## config.mk

```make
export PLATFORM = sky130hd
export DESIGN_NAME = id_stage_pipe
export DESIGN_NICKNAME = d
export VERILOG_FILES = /design/src/rtl/id_pkg.sv /design/src/rtl/reg_file.sv /design/src/rtl/id_stage_pipe.sv
export SDC_FILE = /design/constraint.sdc
export NUM_CORES = 2
export LEC_CHECK = 0
export CORE_UTILIZATION = 43
export DETAILED_ROUTE_END_ITERATION = 6
export GPL_ROUTABILITY_DRIVEN = 0
export SLEW_MARGIN = 15
export SYNTH_ARGS = -nofsm -noshare
export SYNTH_HDL_FRONTEND = slang
export SYNTH_SLANG_ARGS = --single-unit
export TNS_END_PERCENT = 10
```

## constraint.sdc

```tcl
create_clock -name clk -period 2.1 [get_ports clk]
set_clock_uncertainty 0.2 [all_clocks]
set_input_delay 0.21 -clock clk [delete_from_list [all_inputs] [get_ports clk]]
set_output_delay 0.21 -clock clk [all_outputs]
set_load 0.05 [all_outputs]
```

## src/rtl/id_pkg.sv

```systemverilog
// Shared definitions for the decode stage: ARM condition codes, control word layout,
// default parameter values and the condition evaluation helper.
package id_pkg;

    localparam int unsigned XLEN_DEF     = 32;
    localparam int unsigned NUM_REGS_DEF = 16;
    localparam int unsigned CTRL_W_DEF   = 9;
    localparam int unsigned CNT_W_DEF    = 16;

    // Control word bit positions: {S, B, exe_cmd[3:0], mem_w, mem_r, wb_en}
    localparam int unsigned CTRL_WB_EN  = 0;
    localparam int unsigned CTRL_MEM_R  = 1;
    localparam int unsigned CTRL_MEM_W  = 2;
    localparam int unsigned CTRL_EXE_LO = 3;
    localparam int unsigned CTRL_EXE_HI = 6;
    localparam int unsigned CTRL_B      = 7;
    localparam int unsigned CTRL_S      = 8;

    typedef enum logic [3:0] {
        CondEq = 4'h0,
        CondNe = 4'h1,
        CondCs = 4'h2,
        CondCc = 4'h3,
        CondMi = 4'h4,
        CondPl = 4'h5,
        CondVs = 4'h6,
        CondVc = 4'h7,
        CondHi = 4'h8,
        CondLs = 4'h9,
        CondGe = 4'hA,
        CondLt = 4'hB,
        CondGt = 4'hC,
        CondLe = 4'hD,
        CondAl = 4'hE,
        CondNv = 4'hF
    } cond_e;

    // status is {N, Z, C, V}; the reserved NV encoding never executes
    function automatic logic cond_pass(input logic [3:0] cond, input logic [3:0] status);
        logic n, z, c, v, pass;
        n = status[3];
        z = status[2];
        c = status[1];
        v = status[0];
        unique case (cond_e'(cond))
            CondEq:  pass = z;
            CondNe:  pass = ~z;
            CondCs:  pass = c;
            CondCc:  pass = ~c;
            CondMi:  pass = n;
            CondPl:  pass = ~n;
            CondVs:  pass = v;
            CondVc:  pass = ~v;
            CondHi:  pass = c & ~z;
            CondLs:  pass = ~c | z;
            CondGe:  pass = (n == v);
            CondLt:  pass = (n != v);
            CondGt:  pass = ~z & (n == v);
            CondLe:  pass = z | (n != v);
            CondAl:  pass = 1'b1;
            default: pass = 1'b0;
        endcase
        return pass;
    endfunction

endpackage

```

## src/rtl/reg_file.sv

```systemverilog
// Register file with two read ports, one write port and write-through bypass,
// so a read in the same cycle as a write to that register sees the new value.
module reg_file #(
    parameter int unsigned XLEN     = 32,
    parameter int unsigned NUM_REGS = 16,
    localparam int unsigned RA_W    = $clog2(NUM_REGS)
) (
    input  logic            clk_i,
    input  logic            rst_ni,
    input  logic [RA_W-1:0] raddr_a_i,
    output logic [XLEN-1:0] rdata_a_o,
    input  logic [RA_W-1:0] raddr_b_i,
    output logic [XLEN-1:0] rdata_b_o,
    input  logic            we_i,
    input  logic [RA_W-1:0] waddr_i,
    input  logic [XLEN-1:0] wdata_i
);

    logic [XLEN-1:0] mem_q [NUM_REGS];

    always_ff @(posedge clk_i or negedge rst_ni) begin
        if (!rst_ni) begin
            for (int i = 0; i < NUM_REGS; i++) begin
                mem_q[i] <= '0;
            end
        end else if (we_i) begin
            mem_q[waddr_i] <= wdata_i;
        end
    end

    always_comb begin
        rdata_a_o = (we_i && (waddr_i == raddr_a_i)) ? wdata_i : mem_q[raddr_a_i];
        rdata_b_o = (we_i && (waddr_i == raddr_b_i)) ? wdata_i : mem_q[raddr_b_i];
    end

endmodule

```

## src/rtl/id_stage_pipe.sv

```systemverilog
// Instruction decode stage: operand fetch, condition check and the ID/EXE pipeline
// register with valid/ready handshake, flush, and stall/bubble performance counters.
module id_stage_pipe
    import id_pkg::*;
#(
    parameter int unsigned XLEN     = XLEN_DEF,
    parameter int unsigned NUM_REGS = NUM_REGS_DEF,
    parameter int unsigned CTRL_W   = CTRL_W_DEF,
    parameter int unsigned CNT_W    = CNT_W_DEF,
    localparam int unsigned RA_W    = $clog2(NUM_REGS)
) (
    input  logic              clk,
    input  logic              rst,
    input  logic              in_valid,
    output logic              in_ready,
    input  logic [XLEN-1:0]   pc_in,
    input  logic [31:0]       instr,
    input  logic [CTRL_W-1:0] ctrl_in,
    input  logic              hazard,
    input  logic              flush,
    input  logic [3:0]        status,
    input  logic              wb_en,
    input  logic [RA_W-1:0]   wb_dest,
    input  logic [XLEN-1:0]   wb_data,
    input  logic              out_ready,
    output logic              out_valid,
    output logic [CTRL_W-1:0] out_ctrl,
    output logic [XLEN-1:0]   out_pc,
    output logic [XLEN-1:0]   out_val_rn,
    output logic [XLEN-1:0]   out_val_rm,
    output logic              out_imm,
    output logic [11:0]       out_shift_op,
    output logic [23:0]       out_simm24,
    output logic [RA_W-1:0]   out_dest,
    output logic [RA_W-1:0]   src1,
    output logic [RA_W-1:0]   src2,
    output logic              two_src,
    output logic [CNT_W-1:0]  stall_cnt,
    output logic [CNT_W-1:0]  bubble_cnt
);

    // Instruction register fields are 4 bits; fit them to the register address width.
    function automatic logic [RA_W-1:0] to_ra(input logic [3:0] field);
        logic [31:0] wide;
        wide = {28'b0, field};
        return wide[RA_W-1:0];
    endfunction

    logic              valid_q, valid_d;
    logic [CTRL_W-1:0] ctrl_q, ctrl_d;
    logic [XLEN-1:0]   pc_q, pc_d;
    logic [XLEN-1:0]   rn_q, rn_d;
    logic [XLEN-1:0]   rm_q, rm_d;
    logic              imm_q, imm_d;
    logic [11:0]       shift_q, shift_d;
    logic [23:0]       simm_q, simm_d;
    logic [RA_W-1:0]   dest_q, dest_d;
    logic [CNT_W-1:0]  stall_q, stall_d;
    logic [CNT_W-1:0]  bubble_q, bubble_d;

    logic            mem_w;
    logic            accept;
    logic            update;
    logic            bubble_inc;
    logic            stall_inc;
    logic [XLEN-1:0] rdata_a;
    logic [XLEN-1:0] rdata_b;
    logic            unused_instr;

    assign unused_instr = ^{instr[27:26], instr[24]};

    assign mem_w   = ctrl_in[CTRL_MEM_W];
    assign src1    = to_ra(instr[19:16]);
    assign src2    = mem_w ? to_ra(instr[15:12]) : to_ra(instr[3:0]);
    assign two_src = mem_w | instr[25];

    // Reset gating keeps the stage from accepting until the first edge after release.
    assign in_ready = rst & ~hazard & ~flush & (~valid_q | out_ready);
    assign accept   = in_valid & in_ready;

    reg_file #(
        .XLEN     (XLEN),
        .NUM_REGS (NUM_REGS)
    ) u_reg_file (
        .clk_i     (clk),
        .rst_ni    (rst),
        .raddr_a_i (src1),
        .rdata_a_o (rdata_a),
        .raddr_b_i (src2),
        .rdata_b_o (rdata_b),
        .we_i      (wb_en),
        .waddr_i   (wb_dest),
        .wdata_i   (wb_data)
    );

    always_comb begin
        valid_d = valid_q;
        ctrl_d  = ctrl_q;
        pc_d    = pc_q;
        rn_d    = rn_q;
        rm_d    = rm_q;
        imm_d   = imm_q;
        shift_d = shift_q;
        simm_d  = simm_q;
        dest_d  = dest_q;
        if (flush) begin
            valid_d = 1'b0;
        end else if (accept) begin
            valid_d = 1'b1;
            ctrl_d  = cond_pass(instr[31:28], status) ? ctrl_in : '0;
            pc_d    = pc_in;
            rn_d    = rdata_a;
            rm_d    = rdata_b;
            imm_d   = instr[25];
            shift_d = instr[11:0];
            simm_d  = instr[23:0];
            dest_d  = to_ra(instr[15:12]);
        end else if (!(valid_q && !out_ready)) begin
            valid_d = 1'b0;
        end
    end

    // The register is reloaded every cycle except while a valid entry is back-pressured.
    assign update     = flush | ~valid_q | out_ready;
    assign bubble_inc = update & (~valid_d | (ctrl_d == '0));
    assign stall_inc  = in_valid & ~in_ready;

    always_comb begin
        stall_d  = stall_q;
        bubble_d = bubble_q;
        if (stall_inc && (stall_q != '1)) begin
            stall_d = stall_q + CNT_W'(1);
        end
        if (bubble_inc && (bubble_q != '1)) begin
            bubble_d = bubble_q + CNT_W'(1);
        end
    end

    always_ff @(posedge clk or negedge rst) begin
        if (!rst) begin
            valid_q  <= 1'b0;
            ctrl_q   <= '0;
            pc_q     <= '0;
            rn_q     <= '0;
            rm_q     <= '0;
            imm_q    <= 1'b0;
            shift_q  <= '0;
            simm_q   <= '0;
            dest_q   <= '0;
            stall_q  <= '0;
            bubble_q <= '0;
        end else begin
            valid_q  <= valid_d;
            ctrl_q   <= ctrl_d;
            pc_q     <= pc_d;
            rn_q     <= rn_d;
            rm_q     <= rm_d;
            imm_q    <= imm_d;
            shift_q  <= shift_d;
            simm_q   <= simm_d;
            dest_q   <= dest_d;
            stall_q  <= stall_d;
            bubble_q <= bubble_d;
        end
    end

    assign out_valid    = valid_q;
    assign out_ctrl     = ctrl_q;
    assign out_pc       = pc_q;
    assign out_val_rn   = rn_q;
    assign out_val_rm   = rm_q;
    assign out_imm      = imm_q;
    assign out_shift_op = shift_q;
    assign out_simm24   = simm_q;
    assign out_dest     = dest_q;
    assign stall_cnt    = stall_q;
    assign bubble_cnt   = bubble_q;

endmodule

```

==> metrics.md <==
| Metric | Value |
|---|---|
| Routed wire length | 102600 µm |
| Worst skew pair latency | approximately 0.63 ns |
| Met2 wire length | between 50000 and 60000 µm |
| Overflow after GRT | 0 |
| Core area | 80680 µm² |
| Mapped Nets | 2527 |
| Avg Synthesized Cell Area | 14.60 µm² |
| Yosys cell types | 52 |
| EDFF count, synth | 0 |
| Hold Vio Cnt, Final | 0 |
| Commonest cells after routing, fill and taps aside | 674 x dfrtp_1, 554 x mux2_2, 416 x mux2i_1, 275 x buf_4, 192 x mux4_2 |
| Die Y | 287.8 µm |
| Fin area | 45950 µm² |
| FMAX | roughly 470 MHz |
| Warnings from Yosys | 0 |
| Crit path capture type | flop |
| Placed cells | 3885 |
| Share of layout cells above drive strength 1 | 0.4392 |
| Period minus WS final | 2.116 ns |
| Synthesis-to-finish area growth | 30.86% |
| DR iter-0 viols | 1513 |
| P_leak | 0.02086 µW |
| Worst VDD drop | 729.9 µV |
| RSZ-0062 raised after global routing | yes |
| Number of global-route vias before repair | 25200 |
| Die ar. | 82800 µm² |
| Area taken by multi-input logic gates | roughly 17000 µm² |
| Cell Pwr Density | 1035 nW/µm² |
| Setup ws final | -0.01627 ns |
| DP Worst Slack | -0.9279 ns |
| CTS Root Cell | clkbuf_16 |
| DR WL met3 | 4567 µm |
| Cell area after placement | 42230 µm² |
| Seq/Total Area, Yosys | 0.4811 |
| Clock sink total | 675 |
| Crit path arrival time | 2.43 ns |
| Worst slew pin tran | around 1.0 ns |
| Routed len/inst | 24.97 µm |
| Clock slew at reported path FFs | about 0.06 ns |
| # setup viols final | 3 |
| Remaining antenna violation count | 0 |
| Post-Syn Area | roughly 35000 µm² |
| Finished Layout Cells | 4110 |
| Die width | 287.8 µm |
| Most common cell after layout, fill and taps aside | dfrtp_1 |
| Cells after Synth | 2405 |
| Drt via density | 5.700 |
| Starting Density | 0.4352 |
| Fillcell total | around 6500 |
| Maximum fanout along the worst path | 3 |
| Largest net degree at the start of global routing | 170 |
| CP startpoint kind | flop |
| Worst hold-check path type | primary input to flop |
| # nets final | 3112 |
| Initial antenna violation count | 3 |
| Post-DP HPWL | 66290 µm |
| Relative slew margins | 0.3242 |
| Total GRT Usage | 0.2493 |
| Ports | 309 |
| Vias | about 23000 |
| Max-cap violations | 0 |
| FP Rows | 104 |
| H-tree levels | 3 |
| FF+latch area | about 17000 µm² |
| Drt pass-1 iters | 7 |
| Bufs on Longest Clock Path | 3 |
| Setup_tns | -0.02585 ns |
| Top sig layer | met5 |
| Port bufs | around 300 |
| Crit Path Category | flop to flop |
| Worst EP required | ~2.4 ns |
| Seq cells post-synth | 675 |
| M1 WL | 44670 µm |
| Synth Flop Type | dfrtp_1 |
| Pins Over Slew Limit | 0 |
| Fin crit share | 1.008 |
| Status | complete, but fails checks |
| CTS Buf Count | 79 |
| CTS tree | yes |
| Ys async rst share | 1.000 |
| Failing checks | design-rule violations, negative setup slack |
| DR DRC count | 72 |
| First-pass GRT wire length | around 160000 µm |
[what timing repair did]
action | CTS | global route
setup endpoints to repair | 260 | 102
hold buffers | 45 | 4
gates cloned | 3 | 2
hold endpoints to repair | 718 | 4
gates resized for setup | 206 | 61
pin swaps | 5 | 13
buffers inserted | 18 | 12
[registers in the layout (all words and copies together) (netlist names), 9 cells and up]
register,flops
out_val_rn,32
u_reg_file.mem_q,512
out_pc,32
out_shift_op,11
bubble_cnt,16
out_simm24,13
out_ctrl,9
out_val_rm,32
stall_cnt,16
[worst max-delay path, cell delays in order, from the launching register on]
cell and delay, ns:
dfrtp_1 0.41, mux4_2 0.51, mux4_2 0.51, mux2i_4 0.21, buf_6 0.13, o21ai_2 0.04
[worst paths after layout]
check	start	endpoint	slack, ns	depth (start not counted)
worst max-delay path	u_reg_file.mem_q[396]	out_val_rn[12]	-0.02	5
min in group asynchronous	rst	u_reg_file.mem_q[156]	0.10	4
worst max register to register	u_reg_file.mem_q[396]	out_val_rn[12]	-0.02	5
worst min register to register	out_val_rn[2]	out_val_rn[2]	0.27	2
max in group asynchronous	rst	u_reg_file.mem_q[217]	0.63	4
worst min-delay path	pc_in[2]	out_pc[2]	0.04	2
[per-stage QoR]
step	power, µW	utilization	hold WS, ns
6_report	47540	0.5695	0.03519
5_1_grt	49780	0.5695	0.02067
4_1_cts	47760	0.5643	0.001016
3_5_place_dp	34060	0.5235	-0.009231
3_3_place_gp	33560	0.5235	-0.01112
2_1_floorplan	28260	-	-0.2856
[cell families after synthesis]
group,Yosys count,share of synthesized area
AND/OR/NAND/NOR,166,0.02466
buffers and inverters,236,0.03478
XOR/XNOR,37,0.009230
AO/OA/AOI/OAI,101,0.02170
flip-flops,675,0.4811
adder cells (fa/ha/maj),2,0.0007126
multiplexers,1188,0.4278
[synth_stat cells (4+ instances only)]
| library cell | number | share of area |
|---|---|---|
| a22o_1 | 9 | 0.0022 |
| inv_1 | 8 | 0.00086 |
| nand4_1 | 9 | 0.0016 |
| a21oi_1 | 8 | 0.0011 |
| xnor2_1 | 19 | 0.0047 |
| nor2_1 | 20 | 0.0021 |
| mux2_2 | 570 | 0.18 |
| nand2b_1 | 10 | 0.0018 |
| a211oi_1 | 6 | 0.0013 |
| mux2i_1 | 421 | 0.12 |
| buf_1 | 26 | 0.0028 |
| clkbuf_1 | 116 | 0.012 |
| o21ai_0 | 32 | 0.0046 |
| a221o_1 | 32 | 0.0091 |
| mux4_2 | 192 | 0.12 |
| xor2_1 | 18 | 0.0045 |
| and2_1 | 32 | 0.0057 |
| nand3_1 | 13 | 0.0019 |
| a2111oi_0 | 5 | 0.0012 |
| buf_4 | 22 | 0.0047 |
| nor2b_1 | 4 | 0.00071 |
| nand2_1 | 53 | 0.0057 |
| buf_6 | 28 | 0.0090 |
| buf_2 | 34 | 0.0048 |
| dfrtp_1 | 675 | 0.48 |
| nor3_1 | 6 | 0.00086 |
[layout make-up]
| cell class | instances | share of cell area |
|---|---|---|
| Clock inverter | 20 | 0.005147 |
| Multi-Input combinational cell | 1494 | 0.3796 |
| Tap cell | 1060 | 0.02887 |
| Inverter | 10 | 0.0008170 |
| Antenna cell | 1 | 0.00005446 |
| Sequential cell | 675 | 0.3677 |
| Clock buffer | 120 | 0.05237 |
| Timing Repair Buffer | 730 | 0.1655 |
[power breakdown]
part	leakage [µW]	internal (µW)	total [µW]	switching, µW
clock	0.00131	8490	13900	5440
combinational	0.0112	7390	15100	7700
sequential	0.00832	16200	18500	2340
[routing by layer]
metal  vias to the layer above  track usage
met3                       126      0.03415
met4                         4      0.07275
li1                      10230            -
met2                       599       0.4201
met1                     12470       0.3352
met5                         -            0
(Power assumes the default switching activity.)
